## config.mk

```make
export PLATFORM = sky130hd
export DESIGN_NAME = filereg_fromnet_multiflit
export DESIGN_NICKNAME = d
export VERILOG_FILES = /design/src/rtl/filereg_fromnet_multiflit.sv
export SDC_FILE = /design/constraint.sdc
export NUM_CORES = 1
export LEC_CHECK = 0
export CAP_MARGIN = 20
export CORE_MARGIN = 4
export CORE_UTILIZATION = 34
export DETAILED_ROUTE_END_ITERATION = 6
export MAX_ROUTING_LAYER = met4
export PLACE_DENSITY = 0.61
export SYNTH_ARGS = -nofsm -noshare
export SYNTH_HDL_FRONTEND = slang
export SYNTH_SLANG_ARGS = --single-unit
```

## constraint.sdc

```tcl
create_clock -name clk_i -period 9.7 [get_ports clk_i]
set_input_delay 2.91 -clock clk_i [delete_from_list [all_inputs] [get_ports clk_i]]
set_output_delay 2.91 -clock clk_i [all_outputs]
set_load 0.005 [all_outputs]
```

## src/rtl/filereg_fromnet_multiflit.sv

```systemverilog
// Request FIFO and top level: NoC flits are assembled into register-file requests and sent out on an AXI-Stream initiator.
// Latency: request valid on tdata one cycle after its last flit is accepted; one flit per cycle sustained.
// Backpressure: network_ready drops only on the last flit of a request while the FIFO is full and not popping.
// Ports (fifo): clk_i/rst_ni; push/push_data in; pop in; full/empty/head out.
// Ports (top): clk_i/rst_ni; network_valid_i/network_ready_o/network_data_i flit side;
//              filereg_m_tvalid_o/tready_i/tdata_o/tlast_o request side; error_count_o discard counter.

module filereg_fromnet_multiflit_fifo #(
  parameter int Width = 64,
  parameter int Depth = 2
) (
  input  logic             clk_i,
  input  logic             rst_ni,
  input  logic             push,
  input  logic [Width-1:0] push_data,
  input  logic             pop,
  output logic             full,
  output logic             empty,
  output logic [Width-1:0] head
);
  localparam int PtrWidth = (Depth > 1) ? $clog2(Depth) : 1;
  localparam int CntWidth = $clog2(Depth) + 1;
  localparam logic [PtrWidth-1:0] LastPtr  = PtrWidth'(Depth - 1);
  localparam logic [CntWidth-1:0] DepthCnt = CntWidth'(Depth);

  // Storage is sized to the full pointer range so the index width always
  // matches; with Depth=1 the second entry is never addressed.
  logic [Width-1:0]    mem [2**PtrWidth];
  logic [PtrWidth-1:0] wptr;
  logic [PtrWidth-1:0] rptr;
  logic [CntWidth-1:0] count;
  logic                do_push;
  logic                do_pop;

  assign full    = (count == DepthCnt);
  assign empty   = (count == '0);
  assign do_pop  = pop & ~empty;
  // A pop in the same cycle frees the slot, so push is legal even when full.
  assign do_push = push & (~full | do_pop);
  assign head    = mem[rptr];

  always_ff @(posedge clk_i) begin
    if (!rst_ni) begin
      wptr  <= '0;
      rptr  <= '0;
      count <= '0;
    end else begin
      if (do_push) wptr <= (wptr == LastPtr) ? '0 : wptr + PtrWidth'(1);
      if (do_pop)  rptr <= (rptr == LastPtr) ? '0 : rptr + PtrWidth'(1);
      if (do_push && !do_pop)      count <= count + CntWidth'(1);
      else if (!do_push && do_pop) count <= count - CntWidth'(1);
    end
  end

  always_ff @(posedge clk_i) begin
    if (do_push) mem[wptr] <= push_data;
  end
endmodule

module filereg_fromnet_multiflit #(
  parameter int WordWidth                      = 32,
  parameter int FlitsPerRequest                = 2,
  parameter int RequestFifoDepth               = 2,
  parameter int HeaderFlitType                 = 0,
  parameter int ErrorCountWidth                = 8,
  parameter int NetworkIfFlitWidth             = 64,
  parameter int NetworkIfFlitTypeWidth         = 2,
  parameter int NetworkIfBroadcastWidth        = 1,
  parameter int NetworkIfVirtualNetworkIdWidth = 2,
  localparam int FileRegIfDataWidth = FlitsPerRequest * WordWidth,
  localparam int NetworkIfDataWidth = NetworkIfFlitWidth + NetworkIfFlitTypeWidth
                                    + NetworkIfBroadcastWidth + NetworkIfVirtualNetworkIdWidth
) (
  input  logic                          clk_i,
  input  logic                          rst_ni,
  input  logic                          network_valid_i,
  output logic                          network_ready_o,
  input  logic [NetworkIfDataWidth-1:0] network_data_i,
  output logic                          filereg_m_tvalid_o,
  input  logic                          filereg_m_tready_i,
  output logic [FileRegIfDataWidth-1:0] filereg_m_tdata_o,
  output logic                          filereg_m_tlast_o,
  output logic [ErrorCountWidth-1:0]    error_count_o
);
  localparam int WcWidth = (FlitsPerRequest > 1) ? $clog2(FlitsPerRequest) : 1;
  localparam logic [WcWidth-1:0] LastWc = WcWidth'(FlitsPerRequest - 1);
  localparam logic [NetworkIfFlitTypeWidth-1:0] HeaderType = NetworkIfFlitTypeWidth'(HeaderFlitType);

  logic [NetworkIfFlitWidth-1:0]                                     flit;
  logic [NetworkIfFlitTypeWidth-1:0]                                 flit_type;
  logic [NetworkIfBroadcastWidth+NetworkIfVirtualNetworkIdWidth-1:0] side_fields;
  logic                                                              unused_bits;
  logic [WordWidth-1:0]                                              word;

  logic [WcWidth-1:0]            wc;
  logic [FileRegIfDataWidth-1:0] asm_data;
  logic [FileRegIfDataWidth-1:0] shifted;
  logic                          acc;
  logic                          is_last;
  logic                          resync;
  logic                          push;
  logic                          pop;
  logic                          fifo_full;
  logic                          fifo_empty;

  // Broadcast, vn_id and flit bits above the word carry nothing for this block.
  assign {flit, flit_type, side_fields} = network_data_i;
  assign unused_bits = ^{flit, side_fields};
  assign word        = flit[WordWidth-1:0];

  assign pop     = filereg_m_tvalid_o & filereg_m_tready_i;
  assign is_last = (wc == LastWc);
  // Only the last flit can push, so only it needs room in the FIFO.
  assign network_ready_o = ~is_last | ~fifo_full | pop;
  assign acc     = network_valid_i & network_ready_o;
  assign resync  = acc & (flit_type == HeaderType) & (wc != '0);
  assign push    = acc & is_last & ~resync;

  // Truncating {asm, word} keeps the newest FlitsPerRequest words; with one
  // flit per request this degenerates to the word itself.
  assign shifted = FileRegIfDataWidth'({asm_data, word});

  always_ff @(posedge clk_i) begin
    if (!rst_ni) begin
      wc            <= '0;
      error_count_o <= '0;
    end else if (acc) begin
      if (resync) begin
        // The header restarts the request as its word 0.
        wc <= WcWidth'(1);
        if (error_count_o != '1) error_count_o <= error_count_o + ErrorCountWidth'(1);
      end else if (is_last) begin
        wc <= '0;
      end else begin
        wc <= wc + WcWidth'(1);
      end
    end
  end

  // Assembly contents are meaningless after reset, so no reset is needed.
  always_ff @(posedge clk_i) begin
    if (acc) asm_data <= resync ? FileRegIfDataWidth'(word) : shifted;
  end

  filereg_fromnet_multiflit_fifo #(
    .Width (FileRegIfDataWidth),
    .Depth (RequestFifoDepth)
  ) u_req_fifo (
    .clk_i     (clk_i),
    .rst_ni    (rst_ni),
    .push      (push),
    .push_data (shifted),
    .pop       (pop),
    .full      (fifo_full),
    .empty     (fifo_empty),
    .head      (filereg_m_tdata_o)
  );

  assign filereg_m_tvalid_o = ~fifo_empty;
  assign filereg_m_tlast_o  = 1'b1;
endmodule
```

; ---- Word level (Yosys, flattened, before mapping)
; Memory sizes are Yosys's and may differ from the RTL's. A register that Yosys moved wholly into a read port is not among the register bits.
; Index checks and enable logic that the tools add are counted.
[word_totals]
register_bits = 45
ram_bits = 128
input_bits = 73
output_inout_bits = 75
wordCells = 48
memories = 1
[mem_list]
columns = name, words, width, rd, rd_clocked_by_memory_dff, wr, line_no
row1 = u_req_fifo.mem, 2, 64, 1, 1, 1, 28  ; logic [Width-1:0] mem [2**PtrWidth];
[op_classes]
addsub = 6
eq_ne = 2
n_mux = 10
bitwise = 15
n_reduce_logical = 8
[op_table]
columns = op, count
row1 = $add A8 B1 Y8 const B, 1
row2 = $and A1 B1 Y1, 8
row3 = $mux W1, 8
row4 = $ne A8 B8 Y1 const B, 1
row5 = $logic_not A2 Y1, 2
row6 = $mux W2, 2
row7 = $not A1 Y1, 4
row8 = $add A1 B1 Y1 const B, 3
row9 = $or A1 B1 Y1, 3
row10 = $reduce_and A3 Y1, 1
row11 = $add A2 B1 Y2 const B, 1
row12 = $eq A2 B2 Y1 const B, 1
row13 = $logic_and A1 B1 Y1, 2
row14 = $logic_not A1 Y1, 2
row15 = $reduce_bool A2 Y1, 1
row16 = $sub A2 B1 Y2 const B, 1

; ---- Longest topological paths before layout
; Gate-level depths: netlist (run 1).
[logic_depth]
depth_word = 14
mapped_depth = 6
mapped_depth_nobuf = 6

; ---- Cells and area by module
; From an unflattened synthesis (run 1), not the netlist that was laid out.
[unflattened]
cells_unflattened = 316
hier_area_um2 = 6327.3
[by_module_without_submodules]
columns = module, n_inst, cells_each, area_per_inst_um2, seq_area_each_um2
row1 = filereg_fromnet_multiflit_fifo, 1, 224, 4853.4, 3943.8
row2 = filereg_fromnet_multiflit, 1, 92, 1473.9, 1141.1

; ---- Worst setup path after synthesis (run 1)
; No wires, ideal clock.
[synth_timing]
path_type = input -> register
startpoint = input network_data_i[4]
endpoint = memory u_req_fifo.mem[0][0] (enable)
setup_time_ps = 565
arrival_time_ps = 7372
required_time_ps = 9135
path_slack_ps = 1763
cell_stages = 2
path_buffers = 0
path_cell_list = o211ai_1 -> nor3_1
[synth_between]
elab_chain_cells = 8
[synth_rtl]
columns = item, line_no
row1 = from (decl), 78  ; input logic [NetworkIfDataWidth-1:0] network_data_i,
row2 = $logic_not A2 Y1, 116  ; assign resync = acc & (flit_type == HeaderType) & (wc != '0);
row3 = $and A1 B1 Y1 (2 in a row), 116
row4 = $not A1 Y1, 117  ; assign push = acc & is_last & ~resync;
row5 = $and A1 B1 Y1, 117
row6 = $and A1 B1 Y1, 39  ; assign do_push = push & (~full | do_pop);
row7 = $mux W1, 56  ; if (do_push) mem[wptr] <= push_data;
row8 = $mux W1 (not written as such), 56
row9 = to (decl), 28
; No other way between the ends.

; ---- Final worst setup path (run 1)
[layout_timing]
startpoint = input filereg_m_tready_i
endpoint = output network_ready_o
[layout_between]
elab_chain_cells = 2
[layout_rtl]
columns = item, line_no
row1 = from (decl), 80  ; input logic filereg_m_tready_i,
row2 = $and A1 B1 Y1, 111  ; assign pop = filereg_m_tvalid_o & filereg_m_tready_i;
row3 = $or A1 B1 Y1, 114  ; assign network_ready_o = ~is_last | ~fifo_full | pop;
row4 = to (decl), 77  ; output logic network_ready_o,
; No other way between the ends.

==> results.txt, run 1 <==
run status: complete, no violations
number of nets produced by synthesis: 382
Data required, critical path: 6.79 ns
Die Area: 20500 µm²
estimated wirelength of the detail-placed design: 6.51 mm
Worst Skew: 0.00611 ns
worst reg-to-reg path cell count: 3
Critical-path top delay cell: sky130_fd_sc_hd__clkdlybuf4s50_1
clock tree from TritonCTS: built
total negative slack for setup checks: 0 ns
transition at the pin with the smallest max-transition slack: 0.945 ns
total of cells resized after clock tree synthesis: 0
total clock buffers created by CTS: 17
Hold Crit Start: asm_data[0]$_DFFE_PN_
Total GRT Usage: 11.5%
maximum fanout along the worst path: 3
register clock-pin slew on the reported worst setup and hold paths: 0.07 ns
number of max-slew violations in the final report: 0
pin count of the biggest net entering global routing: 65
number of antenna diodes: 0
Period minus WS final: 7.26 ns
clock latency on the worst-skew pair: 0.41 ns
Critical Path Max Stage Delay: 0.47 ns
post-cts hold buffer count: 0
I/O pin cnt: 148
worst-case hold path end point: u_req_fifo.mem[1][32]$_DFFE_PP_
kind of launch point of the worst setup path: primary input
count of port buffers added during placement: 111
number of buffers on the longest clock path: 2
endpoint of the worst register-to-register path: u_req_fifo.mem[1][62]$_DFFE_PP_
type of element capturing the critical path: primary output
setup repair after global routing missed its margin: false
number of iterations in the first detailed-routing pass: 4
Overflow after GRT: 0
Most used DFF post-synth: sky130_fd_sc_hd__edfxtp_1
headroom to the max-slew limit: 37.0%
cell depth of the worst hold path: 0
Die X-Extent: 143 µm
final hold violation count: 0
crit-path most repeated cell: sky130_fd_sc_hd__clkdlybuf4s50_1
antenna violations before repair: 0
share of synthesized area occupied by flip-flops and latches: 81.7%
Leakage: 2.66 nW
global-route wire length before repair: 17.6 mm
Synth-to-Final Area Change: 31.1%
number of vias per cell after detailed routing: 4.57
critical-path cell list: clkdlybuf4s50_1, nor3b_1, nand2_1, clkdlybuf4s50_1
wirelength, routed: 10.9 mm
post-route ant nets: 0
final worst-path cycle share: 74.8%
Power, Total: 1.87 mW
Num Clock Sinks: 174
post-layout net count: 504
average instance area after synthesis: 20.3 µm²
routed wire length per instance: 16.2 µm
IR drop worst, VDD: 107 µV
Post-Route Hold Slack: 0.443 ns
count of buffers added by post-CTS timing repair for setup: 0
H-tree depth: 4
Max Fclk: 138 MHz
post-synthesis instance area: 6230 µm²
Max-cap violations: 0
Final GP Congestion: 0.703
number of global-route vias before repair: 3479
hold crit path type: reg -> reg
count of distinct cell types in the synthesized netlist: 30
endpoints failing setup: 0
Mapped Cells: 307
initial detailed-routing violation count: 103
number of placement rows: 49
path type of the worst setup path: in -> out
launch point of the worst reg-to-reg path: u_req_fifo.count[0]$_SDFFE_PN0P_
CTS root buffer: sky130_fd_sc_hd__clkbuf_16
Arrival @ worst endpoint: 4.35 ns
core region area: 18000 µm²
number of enable-type register cells in the synthesized netlist: 160
power density cells: 229 nW/µm²
flop and latch count out of synthesis: 174
vertical extent of the die: 143 µm
proportion of synthesized flip-flops having asynchronous set or reset: 0%
DRC viols: 0
layout cell share with drive strength beyond 1: 22.6%
count of vias placed by the detailed router: 3065
minimum setup slack among reg-to-reg paths: 7.63 ns
synth warn: 0
initial core utilization: 34.7%
## power breakdown
| part | internal [mW] | total (mW) | switching [mW] |
|---|---|---|---|
| Clock | 0.378 | 0.653 | 0.275 |
| Sequential | 0.857 | 0.913 | 0.0555 |
| Combinational | 0.212 | 0.302 | 0.0893 |
| Total | 1.45 | 1.87 | 0.420 |
## cell usage after synthesis (2+ instances only)
library cell,number,share of area (%)
sky130_fd_sc_hd__clkbuf_1,2,0.12
sky130_fd_sc_hd__mux2_2,64,12
sky130_fd_sc_hd__nand3_1,4,0.32
sky130_fd_sc_hd__or3_1,4,0.40
sky130_fd_sc_hd__or4_1,3,0.36
sky130_fd_sc_hd__ha_1,2,0.40
sky130_fd_sc_hd__dfxtp_1,14,4.5
sky130_fd_sc_hd__and2_1,2,0.20
sky130_fd_sc_hd__nor2_1,8,0.48
sky130_fd_sc_hd__a21oi_1,7,0.56
sky130_fd_sc_hd__nand2_1,4,0.24
sky130_fd_sc_hd__o31ai_1,3,0.36
sky130_fd_sc_hd__xor2_1,4,0.56
sky130_fd_sc_hd__inv_1,2,0.12
sky130_fd_sc_hd__o21ai_0,5,0.40
sky130_fd_sc_hd__edfxtp_1,160,77
sky130_fd_sc_hd__buf_2,6,0.48
## stage by stage
step,cells,util [%],instance area [µm²],setup WS (ns)
final,671,45.4,8160,2.44
after global routing,671,45.4,8160,2.36
after CTS,671,45.4,8160,2.44
after detailed placement,639,42.3,7590,2.46
after global placement,639,42.3,7590,2.44
after floorplan,307,-,6230,1.76
## critical path: cells and delay by family
family | cells | cell delay (ns)
buf+inv | 2 | 0.91
simple gates | 2 | 0.54
## routing by layer
metal / wire length (µm) / global-route usage, % / up-vias
li1: - / - / 1450
met1: 4460 / 12.8 / 1518
met2: 5720 / 19.6 / 85
met3: 577 / 3.69 / 12
met4: 142 / 4.01 / 0
met5: 0 / - / -
## registers in the layout, summed over array words and instances (netlist names), named ones only
register / count
u_req_fifo.mem: 128
asm_data: 32
error_count_o: 8
u_req_fifo.count: 2
is_last: 1
u_req_fifo.rptr: 1
u_req_fifo.wptr: 1
## layout by cell type (no fill, tap or decap), types with 2 or more instances in the layout
| cell type | n |
|---|---|
| sky130_fd_sc_hd__clkinvlp_4 | 2 |
| sky130_fd_sc_hd__clkdlybuf4s50_1 | 111 |
| sky130_fd_sc_hd__a21oi_1 | 7 |
| sky130_fd_sc_hd__or3_1 | 4 |
| sky130_fd_sc_hd__or4_1 | 3 |
| sky130_fd_sc_hd__nand2_1 | 4 |
| sky130_fd_sc_hd__buf_4 | 2 |
| sky130_fd_sc_hd__bufinv_16 | 2 |
| sky130_fd_sc_hd__inv_1 | 2 |
| sky130_fd_sc_hd__ha_1 | 2 |
| sky130_fd_sc_hd__inv_6 | 4 |
| sky130_fd_sc_hd__clkinv_2 | 2 |
| sky130_fd_sc_hd__dfxtp_1 | 13 |
| sky130_fd_sc_hd__nor2_1 | 8 |
| sky130_fd_sc_hd__clkbuf_16 | 17 |
| sky130_fd_sc_hd__nand3_1 | 4 |
| sky130_fd_sc_hd__o31ai_1 | 3 |
| sky130_fd_sc_hd__clkinv_1 | 4 |
| sky130_fd_sc_hd__edfxtp_1 | 160 |
| sky130_fd_sc_hd__o21ai_0 | 5 |
| sky130_fd_sc_hd__xor2_1 | 4 |
| sky130_fd_sc_hd__mux2_2 | 64 |
## area by class of cell
class | count | area, µm²
Tap cell | 229 | 287
Multi-Input combinational cell | 121 | 1090
Sequential cell | 174 | 5090
Timing Repair Buffer | 113 | 1130
Fill cell | 1557 | 9800
Inverter | 2 | 7.51
Clock buffer | 17 | 425
Clock inverter | 15 | 144
## how the worst max path moves through the flow
| stage | cells after the start | start | to | slack [ns] |
|---|---|---|---|---|
| floorplan | 2 | network_data_i[4] | u_req_fifo.mem[0][0]$_DFFE_PP_ | 1.76 |
| global placement | 4 | filereg_m_tready_i | network_ready_o | 2.44 |
| detailed placement | 4 | filereg_m_tready_i | network_ready_o | 2.46 |
| CTS | 4 | filereg_m_tready_i | network_ready_o | 2.44 |
| global route | 4 | filereg_m_tready_i | network_ready_o | 2.36 |
| finish | 4 | filereg_m_tready_i | network_ready_o | 2.44 |
## kinds of logic after synthesis
group / count (synthesis) / share of synthesized area [%]
xor+xnor: 5 / 0.703
other cells: 1 / 0.0602
compound gates: 17 / 1.65
fa+ha+maj: 2 / 0.402
mux: 65 / 11.7
buf+inv: 12 / 1.03
flops: 174 / 81.7
simple gates: 31 / 2.75
No activity file was read; power rests on OpenSTA's default activity.
==> run 2, diff against run 1 <==
- clock period: 9.7 -> 7.1 ns (I/O delays scaled with it)
==> results.txt, run 2 (synthesis results as in run 1) <==
core region area: 18000 µm²
total clock buffers created by CTS: 17
Arrival @ worst endpoint: 3.64 ns
Power, Total: 2.53 mW
number of placement rows: 49
post-layout util: 45.4%
number of iterations in the first detailed-routing pass: 4
final hold violation count: 0
wirelength, routed: 10.8 mm
count of port buffers added during placement: 111
endpoints failing setup: 0
placement-stage cell area: 7590 µm²
Data required, critical path: 4.97 ns
clock tree from TritonCTS: built
count of buffers added by post-CTS timing repair for setup: 0
Num Clock Sinks: 174
number of flip-flops in the largest register: 128
CTS root buffer: sky130_fd_sc_hd__clkbuf_16
initial core utilization: 34.7%
IR drop worst, VDD: 158 µV
count of vias placed by the detailed router: 3077
hold crit path type: reg -> reg
Placement Setup Slack: 1.31 ns
post-route ant nets: 0
cell depth of the worst hold path: 0
slack of the critical path: 1.33 ns
Max Fclk: 173 MHz
transition at the pin with the smallest max-transition slack: 0.954 ns
number of max-slew violations in the final report: 0
placed instance count: 638
worst-case hold path end point: u_req_fifo.mem[1][32]$_DFFE_PP_
Final GP Congestion: 0.731
launch point of the worst reg-to-reg path: u_req_fifo.count[0]$_SDFFE_PN0P_
estimated wirelength of the detail-placed design: 6.36 mm
pin count of the biggest net entering global routing: 65
worst reg-to-reg path cell count: 3
Leakage: 2.67 nW
number of antenna diodes: 0
Die X-Extent: 143 µm
setup repair after global routing missed its margin: false
initial detailed-routing violation count: 109
type of element capturing the critical path: primary output
antenna violations before repair: 0
I/O pin cnt: 148
Post-Route Hold Slack: 0.439 ns
H-tree depth: 4
post-layout net count: 503
final worst-path cycle share: 81.3%
run status: complete, no violations
path type of the worst setup path: in -> out
routed wire length per instance: 16.1 µm
number of buffers on the longest clock path: 2
post-route insts no fill: 670
total negative slack for setup checks: 0 ns
Overflow after GRT: 0
register clock-pin slew on the reported worst setup and hold paths: 0.06 ns
layout cell share with drive strength beyond 1: 22.9%
Die Area: 20500 µm²
power density cells: 311 nW/µm²
Synth-to-Final Area Change: 31.1%
clock latency on the worst-skew pair: 0.42 ns
Total GRT Usage: 11.4%
commonest non-fill, non-tap cell in the layout: sky130_fd_sc_hd__edfxtp_1
number of global-route vias before repair: 3311
maximum fanout along the worst path: 3
post-cts hold buffer count: 0
number of vias per cell after detailed routing: 4.59
Fill cells: 1540
DRC viols: 0
Hold Crit Start: asm_data[0]$_DFFE_PN_
register with the highest flop count: u_req_fifo.mem
Period minus WS final: 5.77 ns
headroom to the max-slew limit: 36.4%
Max-cap violations: 0
kind of launch point of the worst setup path: primary input
Worst Skew: 0.0102 ns
global-route wire length before repair: 17.3 mm
largest registers: u_req_fifo.mem x128, asm_data x32, error_count_o x8
vertical extent of the die: 143 µm
minimum setup slack among reg-to-reg paths: 4.98 ns
leading cell types in the layout, fill and taps excluded: 160 x sky130_fd_sc_hd__edfxtp_1, 111 x sky130_fd_sc_hd__clkdlybuf4s50_1, 64 x sky130_fd_sc_hd__mux2_2, 19 x sky130_fd_sc_hd__clkbuf_16, 13 x sky130_fd_sc_hd__dfxtp_1
endpoint of the worst register-to-register path: u_req_fifo.mem[1][4]$_DFFE_PP_
total of cells resized after clock tree synthesis: 0
post-route standard cell area excluding fillers: 8160 µm²
[run 2: worst max path at each step]
| stage | from | end | slack (ns) | cells past startpoint |
|---|---|---|---|---|
| 6_report | filereg_m_tready_i | network_ready_o | 1.33 | 4 |
| 5_1_grt | filereg_m_tready_i | network_ready_o | 1.23 | 4 |
| 4_1_cts | filereg_m_tready_i | network_ready_o | 1.31 | 4 |
| 3_5_place_dp | filereg_m_tready_i | network_ready_o | 1.31 | 4 |
| 3_3_place_gp | filereg_m_tready_i | network_ready_o | 1.31 | 4 |
| 2_1_floorplan | network_data_i[4] | u_req_fifo.mem[0][0]$_DFFE_PP_ | 1.90 | 2 |
[run 2: area by class of cell]
cell class | instances | area [µm²] | area share (%)
Sequential cell | 174 | 5090 | 62.3
Timing Repair Buffer | 112 | 1120 | 13.7
Multi-Input combinational cell | 121 | 1090 | 13.4
Clock buffer | 25 | 520 | 6.38
Tap cell | 229 | 287 | 3.51
Clock inverter | 7 | 48.8 | 0.598
Inverter | 2 | 7.51 | 0.0920
[run 2: critical path, stage by stage]
cell and delay, ns:
sky130_fd_sc_hd__clkdlybuf4s50_1 0.44, sky130_fd_sc_hd__nor3b_1 0.47, sky130_fd_sc_hd__nand2_1 0.13, sky130_fd_sc_hd__clkdlybuf4s50_1 0.47
[run 2: where the power goes]
part	switching [mW]	internal, mW
logic	0.122	0.290
registers	0.0751	1.17
clock network	0.363	0.513
[run 2: per-layer routing]
layer | wire, µm | GRT usage, % | share of wire, % | vias up
li1 | - | - | - | 1442
met1 | 4590 | 13.5 | 43 | 1533
met2 | 5460 | 18.4 | 51 | 88
met3 | 553 | 3.39 | 5.1 | 14
met4 | 187 | 4.76 | 1.7 | 0
met5 | 0 | - | 0 | -
==> run 3, diff against run 2 <==
- clock period: 7.1 -> 5.8 ns (I/O delays scaled with it)
==> results.txt, run 3 (synthesis results as in run 1) <==
Period minus WS final: 5.01 ns
setup repair after global routing missed its margin: false
largest registers: u_req_fifo.mem x128, asm_data x32, error_count_o x8
clock tree from TritonCTS: built
DRC viols: 0
global-route wire length before repair: 17.2 mm
maximum fanout along the worst path: 3
count of vias placed by the detailed router: 3070
Data required, critical path: 4.06 ns
number of vias per cell after detailed routing: 4.58
Fill cells: 1547
cell depth of the worst hold path: 0
commonest non-fill, non-tap cell in the layout: sky130_fd_sc_hd__edfxtp_1
type of element capturing the critical path: primary output
worst reg-to-reg path cell count: 3
final worst-path cycle share: 86.4%
initial core utilization: 34.7%
Post-Route Hold Slack: 0.444 ns
Overflow after GRT: 0
Critical-path top delay cell: sky130_fd_sc_hd__clkdlybuf4s50_1
launch point of the worst reg-to-reg path: u_req_fifo.count[0]$_SDFFE_PN0P_
Arrival @ worst endpoint: 3.27 ns
Num Clock Sinks: 174
vertical extent of the die: 143 µm
post-layout net count: 503
routed wire length per instance: 16.3 µm
origin of the worst setup path: filereg_m_tready_i
count of port buffers added during placement: 111
layout cell share with drive strength beyond 1: 22.4%
register with the highest flop count: u_req_fifo.mem
H-tree depth: 4
CP top delay family: buffers and inverters
leading cell types in the layout, fill and taps excluded: 160 x sky130_fd_sc_hd__edfxtp_1, 111 x sky130_fd_sc_hd__clkdlybuf4s50_1, 64 x sky130_fd_sc_hd__mux2_2, 17 x sky130_fd_sc_hd__clkbuf_16, 13 x sky130_fd_sc_hd__dfxtp_1
power density cells: 384 nW/µm²
Die Area: 20500 µm²
number of buffers on the longest clock path: 2
number of flip-flops in the largest register: 128
initial detailed-routing violation count: 122
wirelength, routed: 10.9 mm
run status: complete, no violations
crit-path most repeated cell: sky130_fd_sc_hd__clkdlybuf4s50_1
post-layout util: 45.4%
total of cells resized after clock tree synthesis: 0
Final GP Congestion: 0.731
pin count of the biggest net entering global routing: 65
hold crit path type: reg -> reg
total clock buffers created by CTS: 17
total negative slack for setup checks: 0 ns
Hold Crit Start: asm_data[31]$_DFFE_PN_
post-route ant nets: 0
post-cts hold buffer count: 0
worst-case hold path end point: u_req_fifo.mem[0][63]$_DFFE_PP_
estimated wirelength of the detail-placed design: 6.30 mm
endpoints failing setup: 0
Max Fclk: 200 MHz
uppermost signal routing layer after detailed routing: met4
I/O pin cnt: 148
amount of wire on met2 after detailed routing: 5.54 mm
clock latency on the worst-skew pair: 0.42 ns
CTS root buffer: sky130_fd_sc_hd__clkbuf_16
minimum setup slack among reg-to-reg paths: 3.70 ns
number of global-route vias before repair: 3279
number of max-slew violations in the final report: 0
final hold violation count: 0
core region area: 18000 µm²
count of buffers added by post-CTS timing repair for setup: 0
Total GRT Usage: 11.3%
kind of launch point of the worst setup path: primary input
critical-path cell list: clkdlybuf4s50_1, nor3b_1, nand2_1, clkdlybuf4s50_1
Placement Setup Slack: 0.784 ns
endpoint of the worst register-to-register path: u_req_fifo.mem[1][63]$_DFFE_PP_
Met3 Routed Length: 498 µm
slack of the critical path: 0.788 ns
Leakage: 2.64 nW
transition at the pin with the smallest max-transition slack: 0.935 ns
register area: 5090 µm²
number of placement rows: 49
antenna violations before repair: 0
placement-stage cell area: 7590 µm²
post-route standard cell area excluding fillers: 8160 µm²
path type of the worst setup path: in -> out
IR drop worst, VDD: 261 µV
Synth-to-Final Area Change: 31.1%
headroom to the max-slew limit: 37.6%
Buf+Inv Stages, Crit Path: 2
number of iterations in the first detailed-routing pass: 4
footprint of the multi-input gates: 1090 µm²
Critical Path Max Stage Delay: 0.48 ns
number of antenna diodes: 0
Max-cap violations: 0
Worst Skew: 0.0195 ns
register clock-pin slew on the reported worst setup and hold paths: 0.06 ns
Die X-Extent: 143 µm
detailed-route wire length on metal 1: 4.76 mm
==> run 3: cell count changes in the layout (fill, tap and decap cells not counted), sizes merged <==
cell,delta
clkbuf,-7
bufinv,+2
clkinvlp,+4
clkinv,+1
==> run 3: cell type report <==
class | count | area share [%]
tap | 229 | 3.51
clock inverter | 14 | 1.73
clock buffer | 18 | 5.26
inverter | 2 | 0.0920
multi-input combinational | 121 | 13.4
timing repair buffer | 112 | 13.7
sequential | 174 | 62.3
==> run 3: how the worst max path moves through the flow <==
stage	cells after the start	slack, ns	end
4_1_cts	4	0.78	network_ready_o
5_1_grt	4	0.72	network_ready_o
3_3_place_gp	4	0.80	network_ready_o
2_1_floorplan	2	0.99	u_req_fifo.mem[0][0]$_DFFE_PP_
3_5_place_dp	4	0.78	network_ready_o
6_report	4	0.79	network_ready_o
==> run 3: worst register-to-register path, delay by kind of cell, from the launching register on <==
kind	cells	cell delay, ns
flip-flops	1	0.42
AND/OR/NAND/NOR	3	1.23
==> run 3: where the power goes <==
group          total [mW]  switching [mW]  leakage (nW)  internal (mW)
sequential           1.53          0.0929          1.59           1.43
clock                1.10           0.469         0.266          0.633
combinational       0.505           0.150         0.789          0.355
==> run 3: routing by layer <==
metal / up-vias / global-route usage [%]
li1: 1441 / -
met2: 75 / 18.1
met5: - / -
met4: 0 / 5.05
met3: 9 / 2.93
met1: 1545 / 13.6
==> run 3: metrics by stage <==
step / total power [mW] / std cells
after CTS: 3.18 / 670
after detailed placement: 2.07 / 638
after floorplan: 1.76 / 307
after global routing: 3.28 / 670
final: 3.13 / 670
after global placement: 2.06 / 638
